$ cat src/rtl/updown_counter_pkg.sv
// Shared constants and types for the programmable up/down counter.
// Latency: none (package only).
// Backpressure: none (package only).
//
// Contents:
//   MODE_UP / MODE_DOWN  : encodings of the m (direction) input
//   BND_WRAP / BND_SAT   : encodings of the sat (boundary mode) input
//   ev_t                 : event reported by the next-value calculator
package updown_counter_pkg;

  localparam logic MODE_UP   = 1'b0;
  localparam logic MODE_DOWN = 1'b1;

  localparam logic BND_WRAP  = 1'b0;
  localparam logic BND_SAT   = 1'b1;

  typedef enum logic [1:0] {
    EV_NONE = 2'd0,
    EV_WRAP = 2'd1,
    EV_SAT  = 2'd2,
    EV_OOR  = 2'd3
  } ev_t;

endpackage

$ cat src/rtl/updown_next_calc.sv
// Combinational next-count calculator for one step inside the range 0..limit.
// Latency: 0 cycles (pure combinational).
// Backpressure: none; result is valid whenever inputs are stable.
//
// Ports:
//   count_i      : current count, assumed <= limit_i
//   s_i          : effective step (N+1 bits), already clamped to limit_i+1
//   limit_i      : inclusive upper bound of the range
//   m_i          : direction (MODE_UP / MODE_DOWN)
//   sat_i        : boundary mode (BND_WRAP / BND_SAT)
//   next_count_o : count after applying the step
//   ev_o         : EV_NONE, EV_WRAP or EV_SAT describing the update
module updown_next_calc
  import updown_counter_pkg::*;
#(
  parameter int N = 8
) (
  input  logic [N-1:0] count_i,
  input  logic [N:0]   s_i,
  input  logic [N-1:0] limit_i,
  input  logic         m_i,
  input  logic         sat_i,
  output logic [N-1:0] next_count_o,
  output ev_t          ev_o
);

  // Everything is widened by one bit so count+s and count+limit+1 never overflow.
  logic [N:0] cnt_ext;
  logic [N:0] lim_ext;
  logic [N:0] lim1;
  logic [N:0] sum;

  assign cnt_ext = {1'b0, count_i};
  assign lim_ext = {1'b0, limit_i};
  assign lim1    = lim_ext + {{N{1'b0}}, 1'b1};
  assign sum     = cnt_ext + s_i;

  always_comb begin
    next_count_o = count_i;
    ev_o         = EV_NONE;
    if (s_i != '0) begin
      if (m_i == MODE_UP) begin
        if (sum <= lim_ext) begin
          next_count_o = N'(sum);
        end else if (sat_i == BND_SAT) begin
          next_count_o = limit_i;
          ev_o         = EV_SAT;
        end else begin
          // s <= limit+1 keeps the wrapped result inside 0..limit.
          next_count_o = N'(sum - lim1);
          ev_o         = EV_WRAP;
        end
      end else begin
        if (s_i <= cnt_ext) begin
          next_count_o = N'(cnt_ext - s_i);
        end else if (sat_i == BND_SAT) begin
          next_count_o = '0;
          ev_o         = EV_SAT;
        end else begin
          next_count_o = N'(cnt_ext + lim1 - s_i);
          ev_o         = EV_WRAP;
        end
      end
    end
  end

endmodule

$ cat src/rtl/n_bit_programmable_updown_counter.sv
// Programmable up/down counter with load, range limit, wrap/saturate and event pulses.
// Latency: 1 cycle from inputs to count and pulses; at_max/at_min are combinational on count.
// Backpressure: none; accepts a command every cycle.
//
// Ports:
//   clk, reset_n          : clock and synchronous active-low reset
//   en, m, sat, step      : count enable, direction, boundary mode, step size
//   limit                 : inclusive upper bound of the count range
//   load, load_val        : synchronous parallel load (clamped to limit)
//   count                 : registered counter value
//   wrapped, sat_hit, oor : registered one-cycle event pulses (mutually exclusive)
//   at_max, at_min        : count == limit, count == 0
module n_bit_programmable_updown_counter
  import updown_counter_pkg::*;
#(
  parameter int             N       = 8,
  parameter int             STEP_W  = 4,
  parameter logic [N-1:0]   RST_VAL = '0
) (
  input  logic              clk,
  input  logic              reset_n,
  input  logic              en,
  input  logic              m,
  input  logic              sat,
  input  logic [STEP_W-1:0] step,
  input  logic [N-1:0]      limit,
  input  logic              load,
  input  logic [N-1:0]      load_val,
  output logic [N-1:0]      count,
  output logic              wrapped,
  output logic              sat_hit,
  output logic              oor,
  output logic              at_max,
  output logic              at_min
);

  logic [N-1:0] count_q, count_d;
  logic         wrapped_q, wrapped_d;
  logic         sat_hit_q, sat_hit_d;
  logic         oor_q, oor_d;

  logic [N:0]   step_ext;
  logic [N:0]   lim1;
  logic [N:0]   s_eff;
  logic [N-1:0] calc_next;
  ev_t          calc_ev;

  assign step_ext = {{(N + 1 - STEP_W){1'b0}}, step};
  assign lim1     = {1'b0, limit} + {{N{1'b0}}, 1'b1};
  // Larger steps than the range size would just wrap around more than once.
  assign s_eff    = (step_ext > lim1) ? lim1 : step_ext;

  updown_next_calc #(
    .N (N)
  ) u_next_calc (
    .count_i      (count_q),
    .s_i          (s_eff),
    .limit_i      (limit),
    .m_i          (m),
    .sat_i        (sat),
    .next_count_o (calc_next),
    .ev_o         (calc_ev)
  );

  // Priority: load > out-of-range recovery > step > hold.
  always_comb begin
    count_d   = count_q;
    wrapped_d = 1'b0;
    sat_hit_d = 1'b0;
    oor_d     = 1'b0;
    if (load) begin
      if (load_val > limit) begin
        count_d = limit;
        oor_d   = 1'b1;
      end else begin
        count_d = load_val;
      end
    end else if (count_q > limit) begin
      // Limit moved below the current count (or RST_VAL is above it).
      count_d = limit;
      oor_d   = 1'b1;
    end else if (en) begin
      count_d   = calc_next;
      wrapped_d = (calc_ev == EV_WRAP);
      sat_hit_d = (calc_ev == EV_SAT);
    end
  end

  always_ff @(posedge clk) begin
    if (!reset_n) begin
      count_q   <= RST_VAL;
      wrapped_q <= 1'b0;
      sat_hit_q <= 1'b0;
      oor_q     <= 1'b0;
    end else begin
      count_q   <= count_d;
      wrapped_q <= wrapped_d;
      sat_hit_q <= sat_hit_d;
      oor_q     <= oor_d;
    end
  end

  assign count   = count_q;
  assign wrapped = wrapped_q;
  assign sat_hit = sat_hit_q;
  assign oor     = oor_q;
  assign at_max  = (count_q == limit);
  assign at_min  = (count_q == '0);

endmodule

$ cat config.mk
export PLATFORM = sky130hd
export DESIGN_NAME = n_bit_programmable_updown_counter
export DESIGN_NICKNAME = d
export VERILOG_FILES = /design/src/rtl/updown_counter_pkg.sv /design/src/rtl/updown_next_calc.sv /design/src/rtl/n_bit_programmable_updown_counter.sv
export SDC_FILE = /design/constraint.sdc
export NUM_CORES = 1
export LEC_CHECK = 0
export CORE_ASPECT_RATIO = 0.8
export CORE_MARGIN = 5
export CORE_UTILIZATION = 30
export DETAILED_ROUTE_END_ITERATION = 16
export SLEW_MARGIN = 10
export SYNTH_ARGS = -nofsm -noshare
export SYNTH_HDL_FRONTEND = slang
export SYNTH_HIERARCHICAL = 1
export SYNTH_SLANG_ARGS = --single-unit
$ cat constraint.sdc
create_clock -name clk -period 7.9 [get_ports clk]
set_input_delay 1.58 -clock clk [delete_from_list [all_inputs] [get_ports clk]]
set_output_delay 1.58 -clock clk [all_outputs]
set_load 0.1 [all_outputs]
==> impl_results.md, run 1 <==
- Crit-path max cell delay: 0.49 ns
- Max-slew violations: 0
- Yosys reg bits: 11
- Area Overhead vs Synth: 18.13%
- WHS: 0.8485 ns
- Final core utilization: 36.15%
- Drt total wl: 13410 um
- Slowest-stage cell, CP: mux2_2
- Max Buffers Root-to-Sink: 2
- Die W: 141.7 um
- RSZ-0062 raised after global routing: false
- Die area: 16340 sq um
- Post-synthesis sequential area ratio: 5.292%
- Post-Syn Area per Cell: 7.580 sq um
- Fraction of layout cells with a size suffix above 1: 8.486%
- Post-DP HPWL: 10900 um
- Final clock skew: 0.009062 ns
- Average wire per standard cell: 17.17 um
- Top cell by count, worst path: ha_1
- XOR/XNOR share of the synthesized area: 7.005%
- Asr flop ratio synth: 0%
- Pin count of the biggest net entering global routing: 28
- Area fraction in compound gates after synthesis: 24.71%
- Final period util: 96.07%
- Detailed Routing Iterations Pass 1: 5
- Most frequent cells in the layout: ha_1 (67), inv_1 (60), clkdlybuf4s50_1 (38)
- DR iter-0 viols: 275
- Vias in the first global route: 4181
- Status: completed
- H-tree depth: 1
- CTS clk-pin slew, worst paths: 0.05 ns
- Synth warn: 6
- Max_cap viols: 0
- Number of I/O pins: 39
- Gpl congestion: 0.9017
- Initial antenna violation count: 0
- Main combinational cell family by area after synthesis: adder cells
- Ys flop type: dfxtp_1
- Via/cell ratio: 5.464
- Cell Pwr Density: 233.6 nW/um^2
- CTS tree: done
- Final hold violation count: 0
- HP Class: reg2reg
- Worst Setup Start Kind: primary input
- Setup CP Type: in2reg
- Worst vdd rail ir drop: 110.7 uV
- Max_slew headroom: 30.52%
- Tightest Pin Transition: 1.039 ns
- CP Data Arrival Time: 7.71 ns
- DP Worst Slack: -0.004201 ns
- Post-synthesis mux area share: 5.171%
- Flop-to-flop setup slack: 3.09 ns
- Leakage power: 2.155 nW
- Via total after detailed routing: 4267
- Synth Instances: 549
- Critical path capture point type: flip-flop
- # diodes: 0
- Effective utilization at floorplan: 30.60%
- DR DRC count: 0
- Largest fanout on the critical path: 7
- Fillers: 1460
- Area of the core: 13600 sq um
- # hold bufs at CTS: 0
- Rows: 38
- Cell Area, Synth: 4161 sq um
- GRT overflow: 0
- CTS Sinks: 11
- FMAX: 131.8 MHz
- Netlist cell types: 76
- Simple-gate share of the synthesized area: 24.05%
- Setup WS post-layout: 0.3108 ns
- Total track usage: 16.34%
- Most common cell after layout, fill and taps aside: ha_1
- Final Total Pwr: 0.001148 W
- Post-route ant nets: 0
- CP required: 8.02 ns
- Setup violators final: 0
- CTS buffer count: 3
- Worst-skew pair later-pin latency: 0.25 ns
- Final min period: 7.589 ns
- Fin nets: 705
- EDFF count, synth: 0
- Adder-Cell Fraction of Synth Area: 25.20%
- First-pass GRT wire length: 21940 um
- Chip height: 115.3 um
- Port Buffers: 38
- Clock root buffer: clkbuf_16
[sequential cells by signal, summed over array words and instances (netlist names)]
| signal | count |
|---|---|
| count | 8 |
| oor | 1 |
| sat_hit | 1 |
| wrapped | 1 |
[through the flow]
step / setup TNS, ns / std cells / cell area [sq um]
floorplan: 0 / 570 / 4240
global placement: 0 / 777 / 4831
detailed placement: -0.004201 / 777 / 4831
CTS: 0 / 781 / 4910
global route: 0 / 781 / 4916
finish: 0 / 781 / 4916
[report_power, final]
group | leakage [nW] | internal (W) | switching, W
combinational | 2.03 | 0.000390 | 0.000561
clock | 0.0382 | 0.0000680 | 0.0000274
sequential | 0.0909 | 0.0000672 | 0.0000350
total | 2.15 | 0.000525 | 0.000623
[per-layer routing]
metal / up-vias / track usage, % / share of wire (%)
met1: 2033 / 23.76 / 50
met4: 0 / 1.854 / 0.57
met5: - / 0 / 0
met3: 11 / 1.622 / 5.1
met2: 135 / 27.07 / 44
li1: 2088 / - / -
[worst paths after layout]
check	end	cells past startpoint	start
setup / recovery	count[4]	27	limit[0]
hold / removal	count[0]	4	count[0]
setup reg to reg	count[4]	19	count[1]
hold reg to reg	count[0]	4	count[0]
[critical path: cells and delay by family]
family | cells | cell delay (ns)
buffers and inverters | 4 | 0.74
XOR/XNOR | 1 | 0.27
AND/OR/NAND/NOR | 5 | 0.95
AO/OA/AOI/OAI | 11 | 2.10
adder cells (fa/ha/maj) | 4 | 1.29
multiplexers | 2 | 0.78
[cell type report]
| class | count | area (sq um) | share of cell area (%) |
|---|---|---|---|
| Tap cell | 180 | 225.2 | 4.581 |
| Inverter | 64 | 240.2 | 4.887 |
| Timing Repair Buffer | 51 | 478.0 | 9.723 |
| Multi-Input combinational cell | 471 | 3674 | 74.73 |
| Sequential cell | 11 | 220.2 | 4.480 |
| Clock buffer | 4 | 78.83 | 1.603 |
[synthesized netlist by cell type, drive strengths merged, types with 6 or more instances]
master	count	area, sq um
o21ai	30	150.1
fa	10	200.2
dfxtp	11	220.2
nor2b	14	90.09
ha	67	838.3
nand4	16	100.1
a211oi	16	125.1
o21a	8	60.06
xor2	6	52.55
nand3	11	55.05
nand2	20	75.07
nor3b	9	67.56
o221ai	8	70.07
mux2i	11	110.1
clkbuf	13	48.80
mux2	9	105.1
or3	10	62.56
buf	11	63.81
inv	63	236.5
xnor2	23	216.5
nor4	11	68.82
nor3	8	45.04
a21o	7	52.55
a2111oi	8	70.07
nor2	37	138.9
nand2b	19	126.4
a21oi	29	148.9
[cell families after synthesis]
group / count (synthesis)
flops: 11
other cells: 1
simple gates: 175
xor+xnor: 30
fa+ha+maj: 78
buf+inv: 88
compound gates: 146
mux: 20
[timing repair]
item | in CTS | in global routing
endpoints found under the setup margin | 0 | 7
buffers inserted | 0 | 0
gates resized for setup | 0 | 2
hold endpoints to repair | 0 | 0
No activity file was read; power rests on OpenSTA's default activity.
==> inputs of run 2 (changes only) <==
--- a/config.mk
+++ b/config.mk
@@ -7,8 +7,10 @@
 export LEC_CHECK = 0
 export CORE_ASPECT_RATIO = 0.8
 export CORE_MARGIN = 5
-export CORE_UTILIZATION = 30
+export CORE_UTILIZATION = 60
 export DETAILED_ROUTE_END_ITERATION = 16
+export HOLD_SLACK_MARGIN = 0.1
+export PLACE_DENSITY = 0.83
 export SLEW_MARGIN = 10
 export SYNTH_ARGS = -nofsm -noshare
 export SYNTH_HDL_FRONTEND = slang
==> run 2 against run 1 <==
- power fell by 4.1%
- critical path type unchanged
- combinational power fell by 1%
- clock skew fell by 0.0036 ns
- die area fell by 47%
==> impl_results.md, run 2 (synthesis results as in run 1) <==
- Critical path capture point type: flip-flop
- DP Worst Slack: -0.02431 ns (-0.02011 ns)
- Fin nets: 703 (-0.28%)
- Fillers: 600 (-59%)
- Tightest Pin Transition: 1.086 ns (+0.04715 ns)
- CP Data Arrival Time: 7.70 ns (about the same)
- Most frequent cells in the layout: ha_1 (67), inv_1 (60), clkdlybuf4s50_1 (38)
- Comb power frac: 85.5% (+2.7 points)
- Net Sw Frac: 55.82% (+1.5 points)
- Gpl congestion: 0.9090 (+0.81%)
- Hold Path Cell Cnt: 4 (unchanged)
- Final period util: 96.10% (about the same)
- Worst Setup Start Kind: primary input
- Final hold violation count: 0 (unchanged)
- Post-DP HPWL: 9940 um (-8.8%)
- Top cell by count, worst path: ha_1
- RSZ-0062 raised after global routing: false
- Hold EP: count[0]
- H-tree depth: 1 (unchanged)
- # hold bufs at CTS: 0 (unchanged)
- Switching Power: 0.0006144 W (-1.4%)
- Via/cell ratio: 6.443 (+18%)
- Sequential Power Share: 9.1% (+0.2 points)
- Setup CP Type: in2reg
- Die W: 103.1 um (-27%)
- Worst-skew pair later-pin latency: 0.24 ns (about the same)
- Clock root buffer: clkbuf_8
- Setup violators final: 0 (unchanged)
- DR iter-0 viols: 381 (+39%)
- Via total after detailed routing: 4420 (+3.6%)
- Worst vdd rail ir drop: 87.58 uV (-21%)
- Status: completed
- Crit. path cell count: 29 (+7.4%)
- R2R Path Start: count[1]
- TNS Setup: 0 ns (unchanged)
- DR DRC count: 0 (unchanged)
- Total track usage: 28.73% (+12 points)
- Area Overhead vs Synth: 14.22%
- Number of I/O pins: 39 (unchanged)
- Final core utilization: 69.66% (+34 points)
- Largest fanout on the critical path: 11 (+4)
- Max_slew headroom: 27.36% (-3.2 points)
- Rows: 27 (-29%)
- Max_cap viols: 0 (unchanged)
- WP buf/inv: 3 (-1)
- First-pass GRT wire length: 20570 um (-6.2%)
- Area occupied by multi-input gates: 3676 sq um (about the same)
- Dpl cell area: 4700 sq um (-2.7%)
- Largest register FFs: 8 (unchanged)
- Average wire per standard cell: 18.35 um (+6.9%)
- Crit Reg-Reg Endpoint: count[6]
- GRT overflow: 0 (unchanged)
- Max Buffers Root-to-Sink: 2 (unchanged)
- Final Cell Area: 4753 sq um (-3.3%)
- CTS tree: done
- Area of the core: 6824 sq um (-50%)
- Int Pwr: 0.0004863 W (-7.4%)
- Most common cell after layout, fill and taps aside: ha_1
- Cell Pwr Density: 231.6 nW/um^2 (-0.86%)
- Port Buffers: 38 (unchanged)
- Setup WS post-layout: 0.3084 ns (-0.002456 ns)
- Vias in the first global route: 4348 (+4.0%)
- Detailed Routing Iterations Pass 1: 5 (unchanged)
- Max-slew violations: 0 (unchanged)
- # diodes: 0 (unchanged)
- CTS clk-pin slew, worst paths: 0.06 ns (about the same)
- Final clock skew: 0.005427 ns (-0.003635 ns)
- Worst Reg-to-Reg Cells: 18 (-1)
- Chip height: 84.49 um (-27%)
- CTS buffer count: 3 (unchanged)
- # Post-CTS Setup Buffers: 0 (unchanged)
- Drt total wl: 12590 um (-6.1%)
- CP required: 8.00 ns (-0.02 ns)
- Leakage power: 2.137 nW (-0.85%)
- Die area: 8712 sq um (-47%)
- Pin count of the biggest net entering global routing: 28 (unchanged)
- Register area: 220.2 sq um (unchanged)
- Post-route ant nets: 0 (unchanged)
- Effective utilization at floorplan: 60.98% (+30 points)
- FMAX: 131.7 MHz (about the same)
- HP Class: reg2reg
- Flop-to-flop setup slack: 3.19 ns (+0.10 ns)
- Final min period: 7.592 ns (+0.002456 ns)
- Initial antenna violation count: 0 (unchanged)
- Fraction of layout cells with a size suffix above 1: 8.180% (-0.31 points)
- Crit-path max cell delay: 0.43 ns (-0.06 ns)
- CP delay by family, top: compound AO/OA/AOI/OAI gates
- Clock power frac: 5.4% (-2.9 points)
- Hold path start: count[0]
- Slowest-stage cell, CP: clkdlybuf4s50_1
- CTS Sinks: 11 (unchanged)
## run 2: layer usage
| layer | global-route usage [%] | share of wire [%] | up-vias |
|---|---|---|---|
| met2 | 50.90 | 48 | 229 |
| met1 | 37.14 | 42 | 2071 |
| met5 | 0 | 0 | - |
| met4 | 6.471 | 2.1 | 0 |
| met3 | 2.824 | 8.0 | 29 |
| li1 | - | - | 2091 |
## run 2: tightest hold or removal path: cells and delay by family (launching register included)
kind                   cells  cell delay, ns
AO/OA/AOI/OAI              3            0.27
buffers and inverters      1            0.12
flip-flops                 1            0.40
## run 2: power by group through the flow
stage | combinational (W) | clock [W] | sequential, W
2_1_floorplan | 0.000635 | 0 | 0.000169
3_3_place_gp | 0.000880 | 0 | 0.0000998
3_5_place_dp | 0.000906 | 0 | 0.000101
4_1_cts | 0.000914 | 0.0000594 | 0.0000998
5_1_grt | 0.00101 | 0.0000623 | 0.000104
6_report | 0.000941 | 0.0000600 | 0.000100
## run 2: how the worst max path moves through the flow
stage / from / slack (ns) / end
floorplan: limit[0] / 0.80 / count[1]
global placement: limit[0] / 0.23 / count[6]
detailed placement: limit[0] / -0.02 / count[6]
CTS: limit[0] / 0.22 / count[6]
global route: limit[0] / 0.01 / count[6]
finish: limit[1] / 0.31 / count[7]
## run 2: through the flow
stage          hold slack [ns]  cells  total power, W
2_1_floorplan            1.141    570       0.0008040
3_3_place_gp            0.8256    682       0.0009798
3_5_place_dp            0.8358    682        0.001007
4_1_cts                 0.8439    686        0.001073
5_1_grt                 0.9488    686        0.001179
6_report                0.8420    686        0.001101
## run 2: layout make-up
type	count	area share [%]
clock buffer	4	0.9476
inverter	64	5.054
multi-input combinational	471	77.34
sequential	11	4.633
tap	87	2.290
timing repair buffer	49	9.739
## run 2: timing repair
item	CTS	global route
gates resized for setup	0	2
endpoints found under the hold margin	0	0
setup endpoints to repair	0	7
